### src/rtl/mem_bus_access_unit.sv
// mem_bus_access_unit: data-memory access stage behind the EX->MEM register.
// Turns the MEM-stage load/store controls into one request/acknowledge bus
// transaction and stalls the pipeline while that transaction is in flight.
//
// Handshake: bus_req, bus_we, bus_addr, bus_sel and bus_wdata are registered
// and held stable from the issue edge until the edge after bus_ack is sampled
// high in BUSY. bus_ack is a single-cycle pulse. bus_rdata is only looked at
// in the BUSY cycle where bus_ack=1. bus_ack outside BUSY is ignored.
//
// Optional feature macro: MEM_ACCESS_TIMEOUT_EN. When defined, a BUSY cycle
// counter aborts the transaction after TIMEOUT_CYCLES cycles without an ack
// and pulses bus_error_out. When undefined, BUSY waits indefinitely and
// bus_error_out is tied low.
module mem_bus_access_unit #(
    parameter int DATA_WIDTH     = 32,
    parameter int TIMEOUT_CYCLES = 255
) (
    input  logic                  clk,
    input  logic                  rst,
    input  logic                  global_flush,
    input  logic                  mem_enable_in,
    input  logic                  mem_rw_in,
    input  logic [3:0]            mem_sel_in,
    input  logic [DATA_WIDTH-1:0] addr_in,
    input  logic [DATA_WIDTH-1:0] mem_write_in,
    output logic [DATA_WIDTH-1:0] mem_read_out,
    output logic                  stall_out,
    output logic                  bus_req,
    output logic                  bus_we,
    output logic [DATA_WIDTH-1:0] bus_addr,
    output logic [3:0]            bus_sel,
    output logic [DATA_WIDTH-1:0] bus_wdata,
    input  logic                  bus_ack,
    input  logic [DATA_WIDTH-1:0] bus_rdata,
    output logic                  bus_error_out,
    output logic [1:0]            state_dbg
);

    // Encoding of mem_rw_in: 1 = store, 0 = load.
    localparam logic MEM_WRITE = 1'b1;

    typedef enum logic [1:0] {
        IDLE = 2'd0,
        BUSY = 2'd1,
        DONE = 2'd2
    } state_t;

    state_t state_q;
    state_t state_d;

    logic is_write;
    logic issue;
    logic ack_seen;
    logic timeout_hit;
    logic discard_q;
    logic discard_now;

    // The counter is 8 bits wide, so the limit must fit in it.
    if (TIMEOUT_CYCLES < 1 || TIMEOUT_CYCLES > 255) begin : g_bad_timeout
        $error("TIMEOUT_CYCLES must be in the range 1..255");
    end

    assign is_write = (mem_rw_in == MEM_WRITE);

    // A store with no byte lanes (misaligned SH) is a no-op: no request, no stall.
    assign issue = (state_q == IDLE) && mem_enable_in && !global_flush &&
                   !(is_write && (mem_sel_in == 4'b0000));

    assign ack_seen  = (state_q == BUSY) && bus_ack;

    // A flush in the ack cycle itself also drops the returning read data.
    assign discard_now = discard_q || global_flush;

    // Stall depends only on state and pipeline inputs, never on bus inputs.
    assign stall_out = issue || (state_q == BUSY);
    assign state_dbg = state_q;

`ifdef MEM_ACCESS_TIMEOUT_EN
    localparam logic [8:0] TIMEOUT_LIMIT = 9'(TIMEOUT_CYCLES);

    logic [7:0] timeout_cnt;

    // Abort in the BUSY cycle that would bring the no-ack count to the limit;
    // an ack in that same cycle takes priority.
    assign timeout_hit = (state_q == BUSY) && !bus_ack &&
                         (({1'b0, timeout_cnt} + 9'd1) == TIMEOUT_LIMIT);

    // Count BUSY cycles without an ack; restart on every new transaction.
    always_ff @(posedge clk) begin
        if (rst) begin
            timeout_cnt <= '0;
        end else if (issue) begin
            timeout_cnt <= '0;
        end else if ((state_q == BUSY) && !bus_ack) begin
            timeout_cnt <= timeout_cnt + 8'd1;
        end
    end

    // One-cycle error pulse coinciding with the DONE cycle of an aborted access.
    always_ff @(posedge clk) begin
        if (rst) begin
            bus_error_out <= 1'b0;
        end else begin
            bus_error_out <= timeout_hit;
        end
    end
`else
    assign timeout_hit   = 1'b0;
    assign bus_error_out = 1'b0;
`endif

    // State register.
    always_ff @(posedge clk) begin
        if (rst) begin
            state_q <= IDLE;
        end else begin
            state_q <= state_d;
        end
    end

    // Next-state logic: IDLE -> BUSY on issue, BUSY -> DONE on ack/abort, DONE -> IDLE.
    always_comb begin
        state_d = state_q;
        case (state_q)
            IDLE:    if (issue) state_d = BUSY;
            BUSY:    if (bus_ack || timeout_hit) state_d = DONE;
            DONE:    state_d = IDLE;
            default: state_d = IDLE;
        endcase
    end

    // Bus request registers and read-data capture.
    always_ff @(posedge clk) begin
        if (rst) begin
            bus_req      <= 1'b0;
            bus_we       <= 1'b0;
            bus_addr     <= '0;
            bus_sel      <= 4'b0000;
            bus_wdata    <= '0;
            mem_read_out <= '0;
        end else begin
            if (issue) begin
                bus_req   <= 1'b1;
                bus_we    <= is_write;
                bus_addr  <= {addr_in[DATA_WIDTH-1:2], 2'b00};
                bus_sel   <= is_write ? mem_sel_in : 4'b1111;
                bus_wdata <= mem_write_in;
            end else if (ack_seen || timeout_hit) begin
                bus_req <= 1'b0;
            end
            if (ack_seen && !bus_we && !discard_now) begin
                mem_read_out <= bus_rdata;
            end
        end
    end

    // Discard flag: set by a flush during BUSY, cleared on the way back to IDLE.
    always_ff @(posedge clk) begin
        if (rst) begin
            discard_q <= 1'b0;
        end else if (state_q == DONE) begin
            discard_q <= 1'b0;
        end else if ((state_q == BUSY) && global_flush) begin
            discard_q <= 1'b1;
        end
    end

endmodule

### config.mk
export PLATFORM = sky130hd
export DESIGN_NAME = mem_bus_access_unit
export DESIGN_NICKNAME = d
export VERILOG_FILES = /design/src/rtl/mem_bus_access_unit.sv
export SDC_FILE = /design/constraint.sdc
export NUM_CORES = 1
export LEC_CHECK = 0
export CAP_MARGIN = 25
export CORE_UTILIZATION = 40
export CTS_BUF_LIST = sky130_fd_sc_hd__clkbuf_4 sky130_fd_sc_hd__clkbuf_8
export CTS_CLUSTER_DIAMETER = 200
export DETAILED_ROUTE_END_ITERATION = 8
export GPL_ROUTABILITY_DRIVEN = 0
export PLACE_DENSITY = 0.79
export SETUP_SLACK_MARGIN = 0.4
export SKIP_LAST_GASP = 1
export SLEW_MARGIN = 20
export SYNTH_ARGS = -nofsm -noshare
export SYNTH_HDL_FRONTEND = slang
export SYNTH_SLANG_ARGS = --single-unit
### constraint.sdc
create_clock -name clk -period 4.1 [get_ports clk]
set_input_delay 0.615 -clock clk [delete_from_list [all_inputs] [get_ports clk]]
set_output_delay 0.615 -clock clk [all_outputs]
set_load 0.02 [all_outputs]
==> results of run 1 <==
per-layer routing:
metal  vias up  GRT usage
met5         -          0
li1       1915          -
met3        14     0.0684
met1      1765      0.221
met2       158      0.340
met4         0     0.0665
cell families (layout without fill, tap and decap cells):
logic type      count (synthesis)  after routing
compound gates                 79             79
buf+inv                        46            232
mux                            63             63
other cells                     1              3
flops                         103            103
simple gates                  173            173
Yosys cell counts (all sizes together):
cell type / instances / area [sq um]
nand3: 32 / 160
a21o: 1 / 7.51
dfxtp: 103 / 2060
nand3b: 1 / 7.51
nor2: 1 / 3.75
nor2b: 2 / 12.5
or3: 1 / 6.26
mux2i: 63 / 631
o21ai: 35 / 175
a2111oi: 2 / 17.5
a211oi: 2 / 15.0
conb: 1 / 3.75
a21oi: 38 / 201
inv: 4 / 15.0
or2: 1 / 6.26
buf: 11 / 168
nand2b: 128 / 801
clkbuf: 31 / 116
nor3: 3 / 15.0
and3b: 1 / 8.76
o21bai: 1 / 7.51
or4b: 1 / 10.0
nand2: 2 / 7.51
area by class of cell:
cell class / count / area share
repair buffers: 212 / 0.318
multi-input cells: 318 / 0.315
flip-flops and latches: 103 / 0.307
well taps: 140 / 0.0261
clock buffers: 13 / 0.0257
clock inverters: 3 / 0.00597
inverters: 4 / 0.00224
registers in the layout, indices dropped and copies added (netlist names):
register	count
discard_q	1
bus_addr	30
mem_read_out	32
bus_sel	4
bus_wdata	32
state_dbg	2
bus_req	1
bus_we	1
where the power goes:
group | switching [mW] | internal (mW)
clock | 0.338 | 0.338
sequential | 0.0230 | 1.04
combinational | 0.182 | 0.225
worst max path at each step:
stage | slack, ns | from | cells past startpoint | end
2_1_floorplan | 1.88 | global_flush | 4 | stall_out
3_3_place_gp | 0.81 | global_flush | 5 | stall_out
3_5_place_dp | 0.78 | global_flush | 5 | stall_out
4_1_cts | 0.77 | global_flush | 5 | stall_out
5_1_grt | 0.71 | global_flush | 5 | stall_out
6_report | 0.77 | global_flush | 5 | stall_out
worst register-to-register path: stages, from the launching register on:
cell and delay (ns):
dfxtp_1 0.37, or4b_1 0.70, a21oi_4 0.20, buf_12 0.37
mux2i_1 0.32
==> metrics.txt, run 1 <==
CTS buffer count=9; final core occ=0.619; initial DRC count=around 180; Final Cell Area=6710 sq um; Hold Path End=bus_sel[3]$_SDFFE_PP0P_; worst path arrival time=2.71 ns; hold path cells=2; status=complete, no violations; Crit. End Element=output port; Cell Count, Final, Fillers Out=793; FP Rows=38; Design Power=2.15 mW; Multi-input gate area=2110 sq um; wirelength, routed=11.7 mm; clock-pin slew on the worst setup and hold paths=around 0.090 ns; CTS tree=done; worst slew pin tran=0.792 ns; post-synthesis compound-gate area fraction=0.0951; endpoints failing setup=0; number of antenna violations at the first check in global routing=0; Mapped Avg Cell Area=9.59 sq um; Critical Path Most Common Cell=clkdlybuf4s50_1; Bufs and invs on worst path=2; CP Launch Type=input port; XOR/XNOR Fraction of Synth Area=0; mux cell area share after synthesis=0.141; R2R Path End=bus_addr[26]$_SDFFE_PP0P_; clk root buf=clkbuf_8; synth unique cells=27; Area Overhead vs Synth=50.5%; port buffer count=206; H-Tree Depth=3; setup TNS=0 ns; hold slack final=~0.47 ns; Final #Nets=754; register area=2060 sq um; first-pass GRT wire length=17.9 mm; Slew Viols, Final=0; # resized after CTS=0; die area=roughly 12000 sq um; critical path fanouts, max=8; remaining global-route overflow=0; DP Worst Slack=0.783 ns; post-detailed-route wirelength per cell=14.8 um; crit path cell chain=clkdlybuf4s50_1 > or4b_1 > a21o_1 > nand2b_1 > clkdlybuf4s50_1; DR pass1 iterations=4; hold path startpoint=bus_sel[3]$_SDFFE_PP0P_; peak supply drop=190 uV; Via density=around 4.9; largest net degree at the start of global routing=153; Setup Fix Bufs, Post-CTS=0; Reg2Reg Depth=4; RR Startpoint=state_dbg[1]$_SDFFE_PP0P_; DIE WIDTH=108 um; Worst Path Required=3.48 ns; most common cell after layout, fill and taps aside=clkdlybuf4s50_1; count of warnings emitted by yosys=0; skew final=about 0.0067 ns; IO Pins=~210; Register-to-Register Setup Slack=2.07 ns; Leak=between 2 and 2.5 nW; placed instance count=between 700 and 800; vias in the first global route=3819; Max stage delay on crit path=around 0.65 ns; Max Used Layer=met4; Initial Util=0.411; Post-Synth Adder-Cell Area=0; dpl hpwl=8.19 mm; RSZ-0062 raised after global routing=false; ANT cells=0; Die H=108 um; sequential fraction of the synthesis area=0.463; Crit-path slowest cell=or4b_1; Clock Path Buffers=2; #FFs+latches synth=between 100 and 150; Met2 Routed Length=5.48 mm; CP delay by family, top=buffers and inverters; antenna violation net count after detailed routing=0; worst hold path class=flip-flop to flip-flop; DP Area=~6500 sq um; fin crit share=0.812; core area=10800 sq um; Clock Latency Late Sink=0.36 ns; Fmax=0.301 GHz; Crit Path Category=input port to output port; met3 WL=1.14 mm; slew margin rel.=0.472; Fin. Hold Viols=0; synthesized cell area=roughly 4500 sq um; largest family of logic cells by synthesized area=simple AND/OR/NAND/NOR gates; final setup margin=0.772 ns; Cells after Synth=465; max cap viols=0; via count=3852; most frequent cells in the layout=205 x clkdlybuf4s50_1, 128 x nand2b_1, 103 x dfxtp_1; layout cells sized above 1=0.0398; clk sinks=103; GRT Overall Usage=0.196; PwrDens=~320 nW/um^2; fill count=906; minimum clock period=~3.3 ns; hold_buf cts=0; M1 wire length=4.91 mm; DRC errors left=0; Synth Area in Simple Gates=0.233
Note: power is estimated with default switching activity, not from simulation.
==> run 2, diff against run 1 <==
==> constraint.sdc (replaced) <==
create_clock -name clk -period 3.4 [get_ports clk]
set_input_delay 0.51 -clock clk [delete_from_list [all_inputs] [get_ports clk]]
set_output_delay 0.51 -clock clk [all_outputs]
set_load 0.02 [all_outputs]
==> run 2 against run 1 <==
Against the previous run:
- setup slack better by 0.062 ns
- critical path depth unchanged
- register-to-register slack worse by 0.71 ns
- largest cell class unchanged
- highest routed layer unchanged
- clock-buffer cell count down 2
- cell count down 0.13%
- clock skew about the same
- via count down 0.31%
- utilization down 0.42 points
==> metrics.txt, run 2 (same netlist as run 1, synthesis figures left out) <==
status=complete, no violations; number of antenna violations at the first check in global routing=0 (unchanged); crit path cell chain=clkdlybuf4s50_1 > or4b_1 > a21o_1 > nand2b_1 > dlymetal6s2s_1; Slew Viols, Final=0 (unchanged); Multi-input gate area=2110 sq um (+0.18%); hold_buf cts=0 (unchanged); port buffer count=206 (unchanged); Via density=4.85 (-0.19%); DP Worst Slack=0.471 ns (-0.311 ns); CP Launch Type=input port; worst path arrival time=2.06 ns (-0.65 ns); ANT cells=0 (unchanged); first-pass GRT wire length=17.8 mm (-0.46%); Worst Path Required=2.89 ns (-0.59 ns); Fin. Hold Viols=0 (unchanged); DR pass1 iterations=4 (unchanged); max cap viols=0 (unchanged); clk root buf=clkbuf_8; RSZ-0062 raised after global routing=false; via count=3840 (-0.31%); Setup Fix Bufs, Post-CTS=0 (unchanged); clk sinks=103 (unchanged); DRC errors left=0 (unchanged); minimum clock period=about 2.6 ns; skew final=0.00669 ns (+0.00000245 ns); wirelength, routed=11.6 mm (-1.3%); peak supply drop=255 uV (+34%); critical path fanouts, max=5 (-3); remaining global-route overflow=0 (unchanged); fin crit share=0.755; layout cells sized above 1=0.0383 (-0.00147); Leak=2.34 nW (-0.55%); top flop regs=bus_wdata (32), mem_read_out (32), bus_addr (30); hold slack final=0.467 ns (-0.00685 ns); FP Rows=38 (unchanged); Die H=108 um (unchanged); dpl hpwl=8.18 mm (-0.14%); Bufs and invs on worst path=2 (unchanged); RR Startpoint=state_dbg[1]$_SDFFE_PP0P_; Clock Latency Late Sink=0.36 ns (about the same); vias in the first global route=3740 (-2.1%); Crit-path slowest cell=or4b_1; H-Tree Depth=3 (unchanged); most common cell after layout, fill and taps aside=clkdlybuf4s50_1; largest net degree at the start of global routing=88 (-42%); slew margin rel.=0.331 (-0.142); Clock Path Buffers=2 (unchanged); worst slew pin tran=1.00 ns (+0.212 ns); register area=2060 sq um (unchanged); CTS tree=done; final core occ=0.615 (-0.00416); worst hold path class=flip-flop to flip-flop; core area=10800 sq um (unchanged); Crit. End Element=output port; initial DRC count=160 (-10%); fill count=915 (+0.99%); Initial Util=0.411 (unchanged); Area Overhead vs Synth=49.5%; CP delay by family, top=buffers and inverters; most frequent cells in the layout=204 x clkdlybuf4s50_1, 128 x nand2b_1, 103 x dfxtp_1; setup TNS=0 ns (unchanged); Final #Nets=754 (unchanged); endpoints failing setup=0 (unchanged); IO Pins=212 (unchanged); post-detailed-route wirelength per cell=14.6 um (-1.1%); GRT Overall Usage=0.195 (-0.000562); CTS buffer count=9 (unchanged); Fmax=0.390 GHz; DIE WIDTH=108 um (unchanged); # resized after CTS=0 (unchanged); clock-pin slew on the worst setup and hold paths=0.09 ns (about the same); antenna violation net count after detailed routing=0 (unchanged); die area=11600 sq um (unchanged); Worst Setup SP=global_flush; hold path startpoint=bus_sel[2]$_SDFFE_PP0P_; final setup margin=0.834 ns (+0.0618 ns); Crit Path Category=input port to output port; Max stage delay on crit path=0.52 ns (-0.13 ns); PwrDens=370 nW/um^2 (+16%)
run 2: cell type report:
class,instances,area share
clock buffers,11,0.0218
clock inverters,4,0.00338
inverters,4,0.00225
multi-input cells,318,0.317
flip-flops and latches,103,0.309
well taps,140,0.0263
repair buffers,212,0.320
run 2: worst reg2reg max path, stage by stage, from the launching register on:
cell and delay, ns:
dfxtp_1 0.38, or4b_1 0.57, buf_4 0.19, a21oi_4 0.13, buf_12 0.37, mux2i_1 0.34
run 2: through the flow:
stage	total power [mW]	cells	cell area [sq um]
floorplan	1.56	467	4470
global placement	1.79	777	6490
detailed placement	1.80	777	6490
CTS	2.49	792	6660
global route	2.58	792	6670
finish	2.47	792	6670
run 2: metal layers:
| metal | routed length, um | track usage | vias to the layer above |
|---|---|---|---|
| li1 | - | - | 1918 |
| met1 | 4940 | 0.224 | 1745 |
| met2 | 5260 | 0.325 | 161 |
| met3 | 1160 | 0.0769 | 16 |
| met4 | 195 | 0.0734 | 0 |
| met5 | 0 | 0 | - |
run 2: path summary, 6_finish.rpt:
path	slack, ns	cells after the start	end
min	0.47	2	bus_sel[2]$_SDFFE_PP0P_
max	0.83	5	stall_out
min reg2reg	0.47	2	bus_sel[2]$_SDFFE_PP0P_
max reg2reg	1.36	5	bus_wdata[23]$_SDFFE_PP0P_
run 2: report_power, final:
part | total (mW) | switching, mW | internal [mW]
Clock | 0.695 | 0.408 | 0.287
Combinational | 0.489 | 0.219 | 0.269
Sequential | 1.28 | 0.0274 | 1.26
Total | 2.47 | 0.654 | 1.81
==> run 3, diff against run 2 <==
==> constraint.sdc (replaced) <==
create_clock -name clk -period 2.44 [get_ports clk]
set_input_delay 0.366 -clock clk [delete_from_list [all_inputs] [get_ports clk]]
set_output_delay 0.366 -clock clk [all_outputs]
set_load 0.02 [all_outputs]
==> run 3 against run 2 <==
Against the previous run:
- die area did not move
- design area rose by 2.6%
- clock power rose by 43%
- critical endpoint unchanged
==> metrics.txt, run 3 (same netlist as run 1, synthesis figures left out) <==
R2R Path End=bus_addr[18]$_SDFFE_PP0P_; FP Rows=38 (unchanged); slew margin rel.=0.641 (+0.311); most common cell after layout, fill and taps aside=clkdlybuf4s50_1; skew final=0.00663 ns (-0.0000575 ns); endpoints failing setup=0 (unchanged); DRC errors left=0 (unchanged); number of antenna violations at the first check in global routing=0 (unchanged); RR Startpoint=state_dbg[0]$_SDFFE_PP0P_; critical path fanouts, max=2 (-3); via count=3960 (+3.1%); top flop regs=bus_wdata (32), mem_read_out (32), bus_addr (30); Die H=108 um (unchanged); Register-to-Register Setup Slack=0.59 ns (-0.77 ns); Area Overhead vs Synth=53.5%; worst slew pin tran=0.524 ns (-0.480 ns); RSZ-0062 raised after global routing=false; core area=10800 sq um (unchanged); Hold Path End=bus_req$_SDFFE_PP0P_; CTS buffer count=9 (unchanged); antenna violation net count after detailed routing=0 (unchanged); CP Launch Type=flip-flop; hold path startpoint=bus_req$_SDFFE_PP0P_; worst path arrival time=1.61 ns (-0.45 ns); Worst Path Required=2.07 ns (-0.82 ns); minimum clock period=1.98 ns; PwrDens=512 nW/um^2 (+38%); initial DRC count=153 (-4.4%); Crit Path Category=flip-flop to output port; setup TNS=0 ns (unchanged); Reg2Reg Depth=6 (+1); port buffer count=206 (unchanged); worst hold path class=flip-flop to flip-flop; Leak=2.43 nW (+3.8%); hold path cells=2 (unchanged); Final #Nets=769 (+2.0%); Initial Util=0.411 (unchanged); clk sinks=103 (unchanged); Via density=4.91 (+1.3%); most frequent cells in the layout=202 x clkdlybuf4s50_1, 128 x nand2b_1, 102 x dfxtp_1; GRT Overall Usage=0.212 (+0.0169); vias in the first global route=3988 (+6.6%); max cap viols=0 (unchanged); wirelength, routed=12.0 mm (+4.2%); ANT cells=0 (unchanged); post-detailed-route wirelength per cell=14.9 um (+2.4%); peak supply drop=323 uV (+27%); DIE WIDTH=108 um (unchanged); H-Tree Depth=3 (unchanged); dpl hpwl=8.77 mm (+7.3%); DR pass1 iterations=4 (unchanged); Clock Latency Late Sink=0.37 ns (about the same); clk root buf=clkbuf_8; Slew Viols, Final=0 (unchanged); Fmax=0.506 GHz; fin crit share=0.810; status=complete, no violations; CTS tree=done; Crit. End Element=output port; remaining global-route overflow=0 (unchanged); largest net degree at the start of global routing=89 (+1.1%); Clock Path Buffers=2 (unchanged); die area=11600 sq um (unchanged); IO Pins=212 (unchanged); first-pass GRT wire length=19.1 mm (+7.1%); hold_buf cts=0 (unchanged); clock-pin slew on the worst setup and hold paths=0.09 ns (about the same); Design Power=3.50 mW (+42%); Fin. Hold Viols=0 (unchanged); layout cells sized above 1=0.0616 (+0.0232)
run 3: area by class of cell:
cell class,instances,area [sq um]
Clock buffer,13,166
Clock inverter,1,5.00
Fill cell,875,4000
Inverter,4,15.0
Multi-Input combinational cell,318,2110
Sequential cell,103,2060
Tap cell,140,175
Timing Repair Buffer,227,2300
run 3: worst max-delay path, cell delays in order, from the launching register on:
cell	delay (ns)
dfxtp_1	0.33
or4b_4	0.52
a21o_1	0.19
nand2b_1	0.09
buf_6	0.12
run 3: what timing repair did:
action / CTS / global route
setup endpoints to repair: 1 / 1
gates resized for setup: 9 / 1
setup buffers: 2 / 0
pin swaps: 0 / 1
gates cloned: 0 / 0
endpoints found under the hold margin: 0 / 0
run 3: power by group:
group	leakage [nW]	switching [mW]	total [mW]	internal, mW
Clock	0.0922	0.553	0.992	0.438
Sequential	0.839	0.0379	1.79	1.75
Combinational	1.50	0.317	0.721	0.404
run 3: routing by layer:
layer	GRT usage	vias to the layer above	part of all wire
li1	-	1939	-
met1	0.228	1843	0.41
met2	0.370	161	0.47
met3	0.0817	17	0.093
met4	0.0861	0	0.019
met5	0	-	0
run 3: worst max-delay path by stage:
stage | from | end | slack (ns)
after floorplan | state_dbg[1]$_SDFFE_PP0P_ | stall_out | 0.63
after global routing | state_dbg[0]$_SDFFE_PP0P_ | stall_out | 0.41
after CTS | state_dbg[1]$_SDFFE_PP0P_ | stall_out | 0.42
after detailed placement | mem_enable_in | stall_out | -0.14
after global placement | mem_enable_in | stall_out | -0.14
final | state_dbg[0]$_SDFFE_PP0P_ | stall_out | 0.46
run 3: per-stage QoR:
step                      cells  utilization  setup slack [ns]  hold slack (ns)  instance area, sq um
after floorplan             467            -             0.629            0.463                  4470
after CTS                   806        0.631             0.422            0.473                  6840
after global placement      790        0.614            -0.142            0.448                  6650
after detailed placement    790        0.614            -0.137            0.461                  6650
after global routing        806        0.631             0.409            0.497                  6840
final                       806        0.631             0.465            0.472                  6840
